**src/rtl/issue_unit_pkg.sv**
```systemverilog
// Shared constants for the issue unit: default unit latencies, CDB
// reservation depth and the 2-bit encoding of the granted unit.
package issue_unit_pkg;

    localparam int INT_LAT_DEF    = 1;
    localparam int LS_LAT_DEF     = 1;
    localparam int MUL_LAT_DEF    = 4;
    localparam int DIV_LAT_DEF    = 7;
    localparam int SLOT_DEPTH_DEF = 7;
    localparam int NUM_UNITS      = 4;

    // Encoding doubles as the bit index of each unit in the grant vector.
    typedef enum logic [1:0] {
        UNIT_INT = 2'b00,
        UNIT_LS  = 2'b01,
        UNIT_MUL = 2'b10,
        UNIT_DIV = 2'b11
    } unit_e;

    // Width needed to carry a latency value 0..depth.
    function automatic int lat_width(input int depth);
        return (depth < 2) ? 1 : $clog2(depth + 1);
    endfunction

endpackage

```
**src/rtl/iu_cdb_slot_reg.sv**
```systemverilog
// CDB reservation shift register. Bit k set means the CDB is already
// claimed k+1 cycles from now. Queries report whether the CDB cycle a
// given latency would land on is free; a mark claims that cycle.
module iu_cdb_slot_reg
    import issue_unit_pkg::*;
#(
    parameter int SLOT_DEPTH = SLOT_DEPTH_DEF,
    parameter int LAT_W      = lat_width(SLOT_DEPTH_DEF),
    parameter int NQ         = NUM_UNITS
) (
    input  logic                       clk,
    input  logic                       reset,
    input  logic [NQ-1:0][LAT_W-1:0]   query_lat_i,
    output logic [NQ-1:0]              query_free_o,
    input  logic                       mark_en_i,
    input  logic [LAT_W-1:0]           mark_lat_i
);

    logic [SLOT_DEPTH-1:0] slot_q;
    logic [SLOT_DEPTH-1:0] slot_d;

    genvar gi;

    // One lookup per query port: latency L checks slot L-1.
    generate
        for (gi = 0; gi < NQ; gi++) begin : g_query
            logic free_b;
            // Select the slot bit matching this query's latency.
            always_comb begin
                free_b = 1'b1;
                for (int k = 0; k < SLOT_DEPTH; k++) begin
                    if (int'(query_lat_i[gi]) == k + 1) begin
                        free_b = ~slot_q[k];
                    end
                end
            end
            assign query_free_o[gi] = free_b;
        end
    endgenerate

    // Next state: shift toward slot 0 and add the new mark. The mark is
    // placed one position lower (L-2) because the register advances as it
    // is written. Latency-1 results never need a mark.
    generate
        for (gi = 0; gi < SLOT_DEPTH; gi++) begin : g_shift
            logic mark_hit;
            assign mark_hit = mark_en_i && (int'(mark_lat_i) == gi + 2);
            if (gi == SLOT_DEPTH - 1) begin : g_top
                assign slot_d[gi] = mark_hit;
            end else begin : g_mid
                assign slot_d[gi] = slot_q[gi+1] | mark_hit;
            end
        end
    endgenerate

    // Reservation register; reset discards all outstanding claims.
    always_ff @(posedge clk) begin
        if (reset) begin
            slot_q <= '0;
        end else begin
            slot_q <= slot_d;
        end
    end

endmodule

```
**src/rtl/issue_unit.sv**
```systemverilog
// Single-issue scheduler: picks at most one ready issue queue per cycle,
// honouring CDB slot availability and divider occupancy.
module issue_unit
    import issue_unit_pkg::*;
#(
    parameter int INT_LAT    = INT_LAT_DEF,
    parameter int LS_LAT     = LS_LAT_DEF,
    parameter int MUL_LAT    = MUL_LAT_DEF,
    parameter int DIV_LAT    = DIV_LAT_DEF,
    parameter int SLOT_DEPTH = SLOT_DEPTH_DEF  // must cover the largest latency
) (
    input  logic       clk,
    input  logic       reset,
    input  logic       iq_int_rdy,
    input  logic       iq_ls_rdy,
    input  logic       iq_mul_rdy,
    input  logic       iq_div_rdy,
    input  logic       cdb_flush,
    output logic       iu_int_r_en,
    output logic       iu_ls_r_en,
    output logic       iu_mul_r_en,
    output logic       iu_div_r_en,
    output logic       iu_issue_valid,
    output logic [1:0] iu_issue_unit,
    output logic       iu_div_busy
);

    localparam int LAT_W = lat_width(SLOT_DEPTH);
    localparam int CNT_W = lat_width(DIV_LAT);

    logic [NUM_UNITS-1:0][LAT_W-1:0] query_lat;
    logic [NUM_UNITS-1:0]            query_free;
    logic [CNT_W-1:0]                div_cnt_q, div_cnt_d;
    logic                            favor_ls_q, favor_ls_d;
    logic                            elig_int, elig_ls, elig_mul, elig_div;
    logic [NUM_UNITS-1:0]            grant;
    unit_e                           unit_sel;
    logic [LAT_W-1:0]                mark_lat;

    // Query ports indexed by unit encoding.
    assign query_lat[UNIT_INT] = LAT_W'(INT_LAT);
    assign query_lat[UNIT_LS]  = LAT_W'(LS_LAT);
    assign query_lat[UNIT_MUL] = LAT_W'(MUL_LAT);
    assign query_lat[UNIT_DIV] = LAT_W'(DIV_LAT);

    iu_cdb_slot_reg #(
        .SLOT_DEPTH (SLOT_DEPTH),
        .LAT_W      (LAT_W),
        .NQ         (NUM_UNITS)
    ) u_slots (
        .clk          (clk),
        .reset        (reset),
        .query_lat_i  (query_lat),
        .query_free_o (query_free),
        .mark_en_i    (iu_issue_valid),
        .mark_lat_i   (mark_lat)
    );

    assign elig_int = iq_int_rdy & query_free[UNIT_INT];
    assign elig_ls  = iq_ls_rdy  & query_free[UNIT_LS];
    assign elig_mul = iq_mul_rdy & query_free[UNIT_MUL];
    assign elig_div = iq_div_rdy & query_free[UNIT_DIV] & (div_cnt_q == '0);

    // Fixed priority div > mul, round-robin between int and ls; nothing
    // issues during reset or a flush cycle.
    always_comb begin
        grant    = '0;
        unit_sel = UNIT_INT;
        if (!(reset || cdb_flush)) begin
            if (elig_div) begin
                unit_sel = UNIT_DIV;
            end else if (elig_mul) begin
                unit_sel = UNIT_MUL;
            end else if (elig_int && elig_ls) begin
                unit_sel = favor_ls_q ? UNIT_LS : UNIT_INT;
            end else if (elig_ls) begin
                unit_sel = UNIT_LS;
            end else begin
                unit_sel = UNIT_INT;
            end
            if (elig_div || elig_mul || elig_int || elig_ls) begin
                grant[unit_sel] = 1'b1;
            end
        end
    end

    // Latency of the granted unit, used to claim its CDB cycle.
    always_comb begin
        mark_lat = '0;
        case (unit_sel)
            UNIT_INT: mark_lat = LAT_W'(INT_LAT);
            UNIT_LS:  mark_lat = LAT_W'(LS_LAT);
            UNIT_MUL: mark_lat = LAT_W'(MUL_LAT);
            UNIT_DIV: mark_lat = LAT_W'(DIV_LAT);
            default:  mark_lat = '0;
        endcase
    end

    assign iu_int_r_en    = grant[UNIT_INT];
    assign iu_ls_r_en     = grant[UNIT_LS];
    assign iu_mul_r_en    = grant[UNIT_MUL];
    assign iu_div_r_en    = grant[UNIT_DIV];
    assign iu_issue_valid = |grant;
    assign iu_issue_unit  = iu_issue_valid ? unit_sel : UNIT_INT;
    assign iu_div_busy    = (div_cnt_q != '0) & ~reset;

    // Divider occupancy countdown and int/ls fairness pointer next state.
    always_comb begin
        div_cnt_d  = div_cnt_q;
        favor_ls_d = favor_ls_q;
        if (grant[UNIT_DIV]) begin
            div_cnt_d = CNT_W'(DIV_LAT - 1);
        end else if (div_cnt_q != '0) begin
            div_cnt_d = div_cnt_q - 1'b1;
        end
        if (grant[UNIT_INT]) begin
            favor_ls_d = 1'b1;
        end else if (grant[UNIT_LS]) begin
            favor_ls_d = 1'b0;
        end
    end

    // Scheduler state; flush leaves it alone, reset clears it.
    always_ff @(posedge clk) begin
        if (reset) begin
            div_cnt_q  <= '0;
            favor_ls_q <= 1'b0;
        end else begin
            div_cnt_q  <= div_cnt_d;
            favor_ls_q <= favor_ls_d;
        end
    end

endmodule

```
**config.mk**
```make
export PLATFORM = sky130hd
export DESIGN_NAME = issue_unit
export DESIGN_NICKNAME = d
export VERILOG_FILES = /design/src/rtl/issue_unit_pkg.sv /design/src/rtl/iu_cdb_slot_reg.sv /design/src/rtl/issue_unit.sv
export SDC_FILE = /design/constraint.sdc
export NUM_CORES = 1
export LEC_CHECK = 0
export CAP_MARGIN = 10
export CORE_AREA = 3 3 44 46
export DETAILED_ROUTE_END_ITERATION = 8
export DIE_AREA = 0 0 47 49
export PLACE_DENSITY = 0.75
export SLEW_MARGIN = 10
export SYNTH_ARGS = -nofsm -noshare
export SYNTH_HDL_FRONTEND = slang
export SYNTH_HIERARCHICAL = 1
export SYNTH_SLANG_ARGS = --single-unit
```
**constraint.sdc**
```tcl
create_clock -name clk -period 2.05 [get_ports clk]
set_clock_uncertainty 0.05 [all_clocks]
set_input_delay 0.41 -clock clk [delete_from_list [all_inputs] [get_ports clk]]
set_output_delay 0.41 -clock clk [all_outputs]
set_load 0.01 [all_outputs]
```
* Word level (Yosys, flattened, before mapping) *
Index checks and enable logic that the tools add are counted.

storage, ports and cells
  bits in registers = 11
  memory bits (read-only) = 0
  memory bits (writable) = 0
  output and inout bits = 8
  memories = 0
  bits in latches = 0

cells by class
  reductions and logical operators = 20
  multiplexer cells = 17
  divide/modulo/power cells = 0
  $add $sub $neg = 1
  order comparisons = 2
  bitwise operators = 16
  multiply operators = 0
  eq/ne operators = 9
  shift-type cells = 0

operators with widths
  operator                                                            count
  equality test 3 bit (second input constant)                         4
  two-way mux 2 bit                                                   5
  case mux 3 bit (3 select lines)                                     1
  logical AND 1 bit                                                   8
  two-way mux 4 bit                                                   2
  AND 1 bit                                                           6
  two-way mux 1 bit                                                   6
  two-way mux 3 bit                                                   2
  OR 1 bit                                                            6
  equality test 2 bit (second input constant)                         2
  logical OR 1 bit                                                    4
  inverter 1 bit                                                      4
  nonzero test 2 bit                                                  2
  OR reduction 2 bit                                                  2
  OR reduction 4 bit                                                  1
  equality test 3 x 1 -> 1 bit (second input constant)                1
  equality test 3 x 2 -> 1 bit (second input constant)                1
  zero test 3 bit                                                     1
  < comparator 2 x 3 -> 1 bit (second input constant)                 1
  nonzero test 3 bit                                                  1
  subtractor 3 x 1 -> 3 bit (second input constant)                   1
  demux 1 bit (select 2 bit)                                          1
  equality test 2 x 1 -> 1 bit (second input constant)                1
  greater-or-equal comparator 2 x 1 -> 1 bit (second input constant)  1
  zero test 2 bit                                                     1

* Longest topological paths before layout *
Gate-level depths: netlist of run 1.

  word-level depth = 16
  depth in mapped cells = 10
  mapped depth without buffers = 9

* By module *
The synthesis of run 1 kept the hierarchy.

by module, submodules not included
  module           cells an instance  instances  area each (um^2)
  iu_cdb_slot_reg  58                 1          446.7
  issue_unit       45                 1          346.6

* Least setup slack after synthesis of run 1 *
Ideal clock, no wire load.

  path kind = reg2reg
  from = register u_slots.slot_q[3]
  to = register u_slots.slot_q[1]
  path slack = 0.154 ns
  cell stages (with the launch flop) = 11
  clock period less this slack = 1.896 ns
  arrival = 1.782 ns
  path through = dfxtp_1 -> mux2i_1 -> o221ai_1 -> o21ai_1 -> buf_4 -> nand2_1 -> nand2_1 -> a31oi_1 -> nor2b_1 -> a31oi_1 -> nor2_1

on the way
  cells in the longest elaborated chain, start to end = 14
  elaborated cells on any way between the ends = 26
  classes of those cells = order compare (2); eq/ne (4); mux (9); bitwise (3); reduce/logical (8)

ends and longest elaborated chain
  what                                                                                                                    RTL line               source
  start, declared                                                                                                         iu_cdb_slot_reg.sv:19  logic [SLOT_DEPTH-1:0] slot_q;
  start signal, assigned                                                                                                  iu_cdb_slot_reg.sv:61  slot_q <= slot_d;
  inverter 1 bit (*)                                                                                                      n/a
  net u_slots.g_query[2].free_b                                                                                           iu_cdb_slot_reg.sv:27  logic free_b;
  AND 1 bit (*)                                                                                                           issue_unit.sv:61       assign elig_mul = iq_mul_rdy & query_free[UNIT_MUL];
  two-way mux 2 bit                                                                                                       issue_unit.sv:72       end else if (elig_mul) begin
  two-way mux 2 bit                                                                                                       issue_unit.sv:70       if (elig_div) begin
  two-way mux 2 bit                                                                                                       issue_unit.sv:69       if (!(reset || cdb_flush)) begin
  < comparator 2 x 3 -> 1 bit (not written as such) / greater-or-equal comparator 2 x 1 -> 1 bit (equally long branches)  issue_unit.sv:82       grant[unit_sel] = 1'b1;
  logical AND 1 bit (not written as such)                                                                                 issue_unit.sv:82
  two-way mux 1 bit (not written as such)                                                                                 issue_unit.sv:82
  demux 1 bit (select 2 bit)                                                                                              issue_unit.sv:82
  two-way mux 4 bit (*)                                                                                                   issue_unit.sv:81       if (elig_div || elig_mul || elig_int || elig_ls) begin
  two-way mux 4 bit (*)                                                                                                   issue_unit.sv:69
  OR reduction 4 bit (*)                                                                                                  issue_unit.sv:103      assign iu_issue_valid = |grant;
  net iu_issue_valid                                                                                                      issue_unit.sv:23       output logic iu_issue_valid,
  logical AND 1 bit (*)                                                                                                   iu_cdb_slot_reg.sv:47  assign mark_hit = mark_en_i && (int'(mark_lat_i) == gi + 2);
  OR 1 bit (*)                                                                                                            iu_cdb_slot_reg.sv:51  assign slot_d[gi] = slot_q[gi+1] | mark_hit;

The timed path passes the listed nets; every way through them passes the cells marked *. The select of a mux whose other input is x is not followed.
A chain may end at the register's enable or synchronous reset.

* Final worst setup path of run 1 *
  from = register u_slots.slot_q[3]
  to = output port iu_mul_r_en

on the way
  cells in the longest elaborated chain, start to end = 11
  elaborated cells on any way between the ends = 15
  classes of those cells = order compare (2); mux (7); bitwise (2); reduce/logical (4)

ends and longest elaborated chain
  what                                                                                                                    RTL line          source
  inverter 1 bit (*)                                                                                                      n/a
  net query_free[2]                                                                                                       issue_unit.sv:32  logic [NUM_UNITS-1:0] query_free;
  AND 1 bit (*)                                                                                                           issue_unit.sv:61
  two-way mux 2 bit                                                                                                       issue_unit.sv:72
  two-way mux 2 bit                                                                                                       issue_unit.sv:70
  two-way mux 2 bit                                                                                                       issue_unit.sv:69
  < comparator 2 x 3 -> 1 bit (not written as such) / greater-or-equal comparator 2 x 1 -> 1 bit (equally long branches)  issue_unit.sv:82
  logical AND 1 bit (not written as such)                                                                                 issue_unit.sv:82
  two-way mux 1 bit (not written as such)                                                                                 issue_unit.sv:82
  demux 1 bit (select 2 bit)                                                                                              issue_unit.sv:82
  two-way mux 4 bit (*)                                                                                                   issue_unit.sv:81
  two-way mux 4 bit (*)                                                                                                   issue_unit.sv:69
  end, declared                                                                                                           issue_unit.sv:21  output logic iu_mul_r_en,

Marks and branches as above.

==> impl_metrics.yaml, run 1 <==
clock_tree:
  root_buffer: "sky130_fd_sc_hd__clkbuf_4"
  postCtsHoldBufs: 0
  num_clock_sinks: 10
  cts.htree.levels: 1
  clock_insertion_delay_worst_skew_ns: 0.26
  numCtsBuffers: 3
  cts_max_path_buffers: 2
  clkTransAtPathRegs_ns: 0.06
  cts_tree: "built"
synthesis:
  simple_gate_share_of_the_synthesized_area_pct: 26.5
  muxShareOfSynthArea_pct: 12.8
  post-synth-top-area-cell: "sky130_fd_sc_hd__dfxtp_1"
  netlist.area_leader.share_pct: 25.2
  fraction_of_the_mapped_netlist_area_in_adder_cells_pct: 3.15
  mean_syn_cell_area_sq_um: 7.70
  syn_inst: 103
  post_synth_xor_area_fraction_pct: 1.10
  synth.yosys.seq_area_share_pct: 25.2
  yosys.cell_types.count: 31
  yosys_warnings: 6
  synth_compound_area_share_pct: 19.9
  post_synth_instance_area_sq_um: 793
  yosys_register_bits: 10
  synth.area.top_cells: "sky130_fd_sc_hd__dfxtp_1 (25%), sky130_fd_sc_hd__mux2i_1 (11%), sky130_fd_sc_hd__nor2_1 (5.7%)"
  combinational_family_with_the_most_area_after_synthesis: "simple AND/OR/NAND/NOR gates"
power_and_ir_drop:
  cellLeakagePower_nw: 0.648
  power.clock.fraction_pct: 17.9
  cellPowerDensity_mw_per_mm2: 595
  seqPwrFrac_pct: 32.0
  power.switching_w: 0.000271
  internal_power_w: 0.000471
  irDropWorstVdd_mv: 0.617
  power_switching_share_pct: 36.5
  total_power_w: 0.000742
  combPwrFrac_pct: 50.1
outcome:
  status: "finished, violations left"
  violations: "negative setup slack"
critical_path:
  critical_path.top_delay_family: "simple AND/OR/NAND/NOR gates"
  worstSetupEndpointType: "primary output"
  timing.critical_path.from_type: "register"
  slowest_delay_ns: 0.37
  critical-path-slowest-cell: "sky130_fd_sc_hd__or3_4"
  worst-endpoint-arrival_ns: 1.70
  path_buf_inv: 3
  worstPathMaxFanout: 3
  crit_chain: "mux2i_1, o221ai_1, o21ai_1, nand2_2, buf_4, or3_4, inv_2, buf_6"
  type_of_the_worst_setup_path: "register to primary output"
  cp.required_ns: 1.59
cells_and_area:
  finish.net_count: 184
  stdcell_area_sq_mm: 0.00125
  antenna_cells: 0
  area_growth_pct: 57.1
  fraction_of_layout_instances_using_a_drive_strength_above_1_pct: 27.2
place:
  place_area_sq_mm: 0.00119
  globalplace.congestion: 0.744
  dp_slack_ns: -0.437
  numPortBuffers: 14
  hpwl_reported_at_the_end_of_detailed_placement_um: 1620
timing:
  timing.final.crit_period_ns: 2.16
  report.final.hold_viol_count: 0
  timing.final.setup_violations: 4
  tns_ns: -0.154
  finalCritPeriodShare_pct: 105
  drv_slew: 0
  post-route-worst-setup-slack_ns: -0.112
  whs_ns: 0.505
  grt_setup_unrepaired: "yes"
  fmax_mhz: 462
routing:
  routed_wire_length_per_instance_um: 11.5
  totalWireLength_um: 2170
  detailroute.via_count: 932
  ant_nets: 0
  vias_per_cell: 4.93
  drt_pass1_iterations: 5
  remaining_drc_errors: 0
  detail_route.iter0.violations: 17
global_route:
  groute.usage.overall_pct: 20.3
  grt_util_met3_pct: 2.21
  global_route.usage.met2_pct: 36.4
  gr-usage-met1_pct: 23.3
  pin_count_of_the_biggest_net_entering_global_routing: 13
  gr_ovfl_total: 0
  grt_pass1_vias: 852
  antenna_found_initial: 0
  global_route.peak_usage_layer: "met2"
  grt_first_pass_wirelength_um: 3450
floorplan:
  initial_standard_cell_utilization_of_the_core_pct: 51.5
  die-area_sq_mm: 0.00230
  dieHeight_um: 49
  core_sq_mm: 0.00154
  placement_rows: 14
  dieWidth_um: 47
  num_io_pins: 15
run:
  cap_viol_max_count: 0
worst_hold_path:
  worst_hold_path_type: "register to register"
[registers in the layout, summed over array words and instances, names as in the netlist]
signal,count
u_slots/slot_q,6
div_cnt_q,3
favor_ls_q,1
[per-stage QoR]
step | utilization, % | std cells
global route | 80.8 | 189
global placement | 77.4 | 185
finish | 80.8 | 189
floorplan | - | 141
detailed placement | 77.4 | 185
CTS | 79.5 | 189
[worst min-delay path, stage by stage (launching register included)]
cell and delay [ns]:
sky130_fd_sc_hd__dfxtp_1 0.38, sky130_fd_sc_hd__a21oi_1 0.06, sky130_fd_sc_hd__nor2_1 0.08
[cell usage after synthesis]
master / n
sky130_fd_sc_hd__and3b_1: 1
sky130_fd_sc_hd__mux2_2: 1
sky130_fd_sc_hd__ha_1: 2
sky130_fd_sc_hd__or2_1: 2
sky130_fd_sc_hd__nand3_1: 1
sky130_fd_sc_hd__dfxtp_1: 10
sky130_fd_sc_hd__and2b_1: 1
sky130_fd_sc_hd__buf_4: 4
sky130_fd_sc_hd__inv_1: 8
sky130_fd_sc_hd__xor2_1: 1
sky130_fd_sc_hd__nor3_1: 1
sky130_fd_sc_hd__a22o_1: 1
sky130_fd_sc_hd__o221ai_1: 4
sky130_fd_sc_hd__or4b_1: 1
sky130_fd_sc_hd__nand4_1: 2
sky130_fd_sc_hd__nand2_1: 7
sky130_fd_sc_hd__o21ai_1: 4
sky130_fd_sc_hd__conb_1: 2
sky130_fd_sc_hd__o2111ai_1: 1
sky130_fd_sc_hd__mux2i_1: 9
sky130_fd_sc_hd__buf_6: 2
sky130_fd_sc_hd__a21oi_1: 7
sky130_fd_sc_hd__nor2_1: 12
sky130_fd_sc_hd__a31oi_1: 3
sky130_fd_sc_hd__and3_2: 1
sky130_fd_sc_hd__o22ai_1: 1
sky130_fd_sc_hd__nor2b_1: 3
sky130_fd_sc_hd__nand3_2: 1
sky130_fd_sc_hd__o21ai_0: 5
sky130_fd_sc_hd__or3_4: 1
sky130_fd_sc_hd__nand3b_1: 4
[final cells by class]
class / instances / area, sq um
fillers: 112 / 295
well taps: 16 / 20.0
flip-flops and latches: 10 / 204
clock buffers: 3 / 22.5
inverters: 8 / 30.0
multi-input cells: 117 / 704
repair buffers: 35 / 265
[cells in the final DEF, fill, tap and decap left out, drive strengths merged, types with 4 or more instances in the layout]
cell / Yosys / routed
clkbuf: 0 / 4
o21ai: 9 / 9
conb: 2 / 40
nor2: 12 / 12
o221ai: 4 / 4
buf: 6 / 27
a21oi: 7 / 7
nand2: 7 / 7
inv: 8 / 8
mux2i: 9 / 9
nand3b: 4 / 4
dfxtp: 10 / 10
clkdlybuf4s50: 0 / 4
[final timing paths]
check,startpoint,endpoint,slack [ns],cells after the start
hold reg to reg,u_slots/slot_q[4],u_slots/slot_q[3],0.51,2
hold / removal,u_slots/slot_q[4],u_slots/slot_q[3],0.51,2
setup / recovery,u_slots/slot_q[3],iu_mul_r_en,-0.11,8
setup reg to reg,u_slots/slot_q[3],u_slots/slot_q[1],0.12,9
[power groups by stage]
| stage | Combinational, W | Sequential [W] | Clock [W] |
|---|---|---|---|
| floorplan | 0.000195 | 0.000234 | 0 |
| global placement | 0.000309 | 0.000231 | 0 |
| detailed placement | 0.000326 | 0.000233 | 0 |
| CTS | 0.000336 | 0.000232 | 0.000135 |
| global route | 0.000403 | 0.000239 | 0.000146 |
| finish | 0.000372 | 0.000237 | 0.000133 |
[layer usage]
layer	up-vias	share of wire, %
li1	462	-
met1	430	42
met2	29	51
met3	11	4.2
met4	0	2.7
met5	-	0
[timing repair]
item | 4_1_cts | 5_1_grt
pin swaps | 7 | 3
endpoints found under the setup margin | 8 | 8
gates cloned | 0 | 0
gates resized for setup | 38 | 9
buffers inserted | 1 | 0
[cell families (layout without fill, tap and decap cells)]
family,count (synthesis),after routing
muxes,10,10
xor gates and xnor gates,1,1
adders and majority gates,2,2
DFF,10,10
AOI/OAI and AO/OA,26,26
buffers and inverters,14,46
other,2,40
and+or+nand+nor,38,38
(Power assumes the default switching activity.)
==> run 2, diff against run 1 <==
--- a/config.mk
+++ b/config.mk
@@ -6,12 +6,12 @@
 export NUM_CORES = 1
 export LEC_CHECK = 0
 export CAP_MARGIN = 10
-export CORE_AREA = 3 3 44 46
+export CORE_AREA = 3 3 40 42
 export DETAILED_ROUTE_END_ITERATION = 8
-export DIE_AREA = 0 0 47 49
-export PLACE_DENSITY = 0.75
+export DIE_AREA = 0 0 43 45
+export GPL_ROUTABILITY_DRIVEN = 0
+export PLACE_DENSITY = 0.67
 export SLEW_MARGIN = 10
 export SYNTH_ARGS = -nofsm -noshare
 export SYNTH_HDL_FRONTEND = slang
-export SYNTH_HIERARCHICAL = 1
 export SYNTH_SLANG_ARGS = --single-unit
==> constraint.sdc (replaced) <==
create_clock -name clk -period 2.05 [get_ports clk]
set_clock_uncertainty 0.05 [all_clocks]
set_input_delay 0.3075 -clock clk [delete_from_list [all_inputs] [get_ports clk]]
set_output_delay 0.3075 -clock clk [all_outputs]
set_load 0.01 [all_outputs]
==> impl_metrics.yaml, run 2 <==
synthesis:
  post_synth_instance_area_sq_um: 510
  post_synth_xor_area_fraction_pct: 0
  synthesized_net_count: 65
  edff_count_synth: 0
  yosys_warnings: 0
  synth-main-ff-cell: "sky130_fd_sc_hd__dfxtp_1"
  syn_inst: 56
  post-synth-top-area-cell: "sky130_fd_sc_hd__dfxtp_1"
  combinational_family_with_the_most_area_after_synthesis: "simple AND/OR/NAND/NOR gates"
  mean_syn_cell_area_sq_um: 9.12
  yosys.cell_types.count: 30
  fraction_of_the_mapped_netlist_area_in_adder_cells_pct: 4.90
  muxShareOfSynthArea_pct: 1.96
  synth_most_common_cell: "sky130_fd_sc_hd__dfxtp_1"
  synth.cells.most_frequent: "sky130_fd_sc_hd__dfxtp_1 (10), sky130_fd_sc_hd__nor2_1 (7), sky130_fd_sc_hd__inv_1 (5)"
  synth_compound_area_share_pct: 16.4
  netlist.area_leader.share_pct: 39.2
  synth.area.top_cells: "sky130_fd_sc_hd__dfxtp_1 (39%), sky130_fd_sc_hd__nor2_1 (5.1%), sky130_fd_sc_hd__ha_1 (4.9%)"
  synth.yosys.seq_area_share_pct: 39.2
  yosys_register_bits: 10
  postSynth.asyncResetShare_pct: 0
  simple_gate_share_of_the_synthesized_area_pct: 29.4
routing:
  vias_per_cell: 4.65
  detailroute.via_count: 446
  totalWireLength_um: 969
  ant_nets: 0
  drt_pass1_iterations: 4
  detail_route.iter0.violations: 2
  remaining_drc_errors: 0
  routed_wire_length_per_instance_um: 10.1
timing:
  slew-limit-headroom_pct: 83.2
  timing.final.setup_violations: 0
  report.final.hold_viol_count: 0
  grt_setup_unrepaired: "no"
  fmax_mhz: 520
  drv_slew: 0
  timing.final.crit_period_ns: 1.92
  worst_pin_slew_ns: 0.249
  finalCritPeriodShare_pct: 93.9
place:
  hpwl_reported_at_the_end_of_detailed_placement_um: 772
  placed_cells: 92
  numPortBuffers: 14
  place_area_sq_um: 722
power_and_ir_drop:
  combPwrFrac_pct: 40.6
  power.switching_w: 0.000231
  power_switching_share_pct: 32.3
  internal_power_w: 0.000485
  seqPwrFrac_pct: 35.0
  cellLeakagePower_nw: 0.357
  irDropWorstVdd_mv: 0.647
  total_power_w: 0.000716
  cellPowerDensity_mw_per_mm2: 957
  power.clock.fraction_pct: 24.4
clock_tree:
  postCtsHoldBufs: 0
  cts_setup_buffers: 0
  numCtsBuffers: 3
  cts.htree.levels: 1
  clkTransAtPathRegs_ns: 0.06
  root_buffer: "sky130_fd_sc_hd__clkbuf_4"
  clock_insertion_delay_worst_skew_ns: 0.26
  cts_max_path_buffers: 2
  num_clock_sinks: 10
  cts_tree: "built"
critical_path:
  type_of_the_worst_setup_path: "input pin to primary output"
  timing.critical_path.from_type: "input pin"
  cp.required_ns: 1.69
  worstPathMaxFanout: 2
  worstSetupEndpointType: "primary output"
  worst-endpoint-arrival_ns: 1.57
floorplan:
  initial_standard_cell_utilization_of_the_core_pct: 39.7
  placement_rows: 13
  dieHeight_um: 45
  dieWidth_um: 43
  die-area_sq_mm: 0.00194
  core_sq_mm: 0.00128
  num_io_pins: 15
cells_and_area:
  largest_reg_flops: 6
  antenna_cells: 0
  area_growth_pct: 46.6
  finish.net_count: 91
  stdcell_area_sq_um: 748
  multiInputGateArea_sq_um: 272
  layout.area.seq_sq_um: 200
  utilization_pct: 58.2
  fillers: 123
  fraction_of_layout_instances_using_a_drive_strength_above_1_pct: 25.9
  largest-register: "u_slots.slot_q"
  finalNonFillerCells: 96
  final_cell_mix: "sky130_fd_sc_hd__dfxtp_1 (10), sky130_fd_sc_hd__buf_4 (10), sky130_fd_sc_hd__nor2_1 (7)"
  largest_registers: "u_slots.slot_q (6), div_cnt_q (3), favor_ls_q (1)"
global_route:
  groute.usage.overall_pct: 12.0
  grt_first_pass_wirelength_um: 1730
  grt_pass1_vias: 431
  gr_ovfl_total: 0
  antenna_found_initial: 0
  pin_count_of_the_biggest_net_entering_global_routing: 12
outcome:
  status: "finished clean"
worst_hold_path:
  worst_hold_path_type: "register to register"
run:
  cap_viol_max_count: 0
[run 2: cell types whose count changed in the layout (fill, tap and decap cells not counted), sizes merged, moves of 4 or more]
cell / change
o221ai: -4
conb: -40
o21ai: -7
buf: -17
nand3b: -4
nor2: -5
a21oi: -6
mux2i: -8
[run 2: path summary, 6_finish.rpt]
check | startpoint | end | slack [ns] | depth (start not counted)
max | iq_int_rdy | iu_int_r_en | 0.13 | 5
min | u_slots.slot_q[4] | u_slots.slot_q[3] | 0.39 | 1
max reg2reg | div_cnt_q[0] | favor_ls_q | 0.63 | 6
min reg2reg | u_slots.slot_q[4] | u_slots.slot_q[3] | 0.39 | 1
[run 2: layout make-up]
cell class | count | share of cell area, %
Timing Repair Buffer | 24 | 27.1
Sequential cell | 10 | 26.8
Clock buffer | 4 | 4.85
Multi-Input combinational cell | 38 | 36.3
Inverter | 5 | 2.51
Tap cell | 15 | 2.51
[run 2: layer usage]
layer	up-vias	track usage, %	part of all wire, %
li1	239	-	-
met1	193	14.0	49
met2	12	20.4	43
met3	2	1.20	5.3
met4	0	9.04	3.1
met5	-	0	0
[run 2: kinds of logic after synthesis]
kind of cell,after synthesis
adder cells (fa/ha/maj),2
buffers and inverters,8
flip-flops,10
AND/OR/NAND/NOR,24
AO/OA/AOI/OAI,11
multiplexers,1
[run 2: power groups by stage]
stage	Sequential [W]	Combinational [W]	Clock (W)
after floorplan	0.000249	0.000194	0
after global placement	0.000254	0.000305	0
after detailed placement	0.000255	0.000304	0
after CTS	0.000251	0.000295	0.000183
after global routing	0.000256	0.000330	0.000187
final	0.000251	0.000291	0.000175
[run 2: critical path: stages]
cell and delay [ns]:
sky130_fd_sc_hd__clkdlybuf4s50_1 0.48, sky130_fd_sc_hd__or2b_1 0.25, sky130_fd_sc_hd__and4b_4 0.20, sky130_fd_sc_hd__nor2_1 0.09, sky130_fd_sc_hd__clkdlybuf4s15_1 0.24
[run 2: timing repair]
item                       CTS  global route
setup endpoints to repair    8             2
resized for setup            9             3
cloned                       0             0
[run 2: metrics by stage]
stage / hold slack (ns) / setup WS, ns / setup TNS, ns
after floorplan: 0.329 / 0.472 / 0
after global placement: 0.368 / -0.180 / -0.463
after detailed placement: 0.386 / -0.182 / -0.487
after CTS: 0.402 / 0.0703 / 0
after global routing: 0.413 / 0.0186 / 0
final: 0.393 / 0.125 / 0
==> run 3, diff against run 2 <==
--- a/config.mk
+++ b/config.mk
@@ -5,6 +5,7 @@
 export SDC_FILE = /design/constraint.sdc
 export NUM_CORES = 1
 export LEC_CHECK = 0
+export ABC_CLOCK_PERIOD_IN_PS = 2050
 export CAP_MARGIN = 10
 export CORE_AREA = 3 3 40 42
 export DETAILED_ROUTE_END_ITERATION = 8
==> results of run 3 <==
The final DEF is identical to that of run 2; final timing and power are the same.
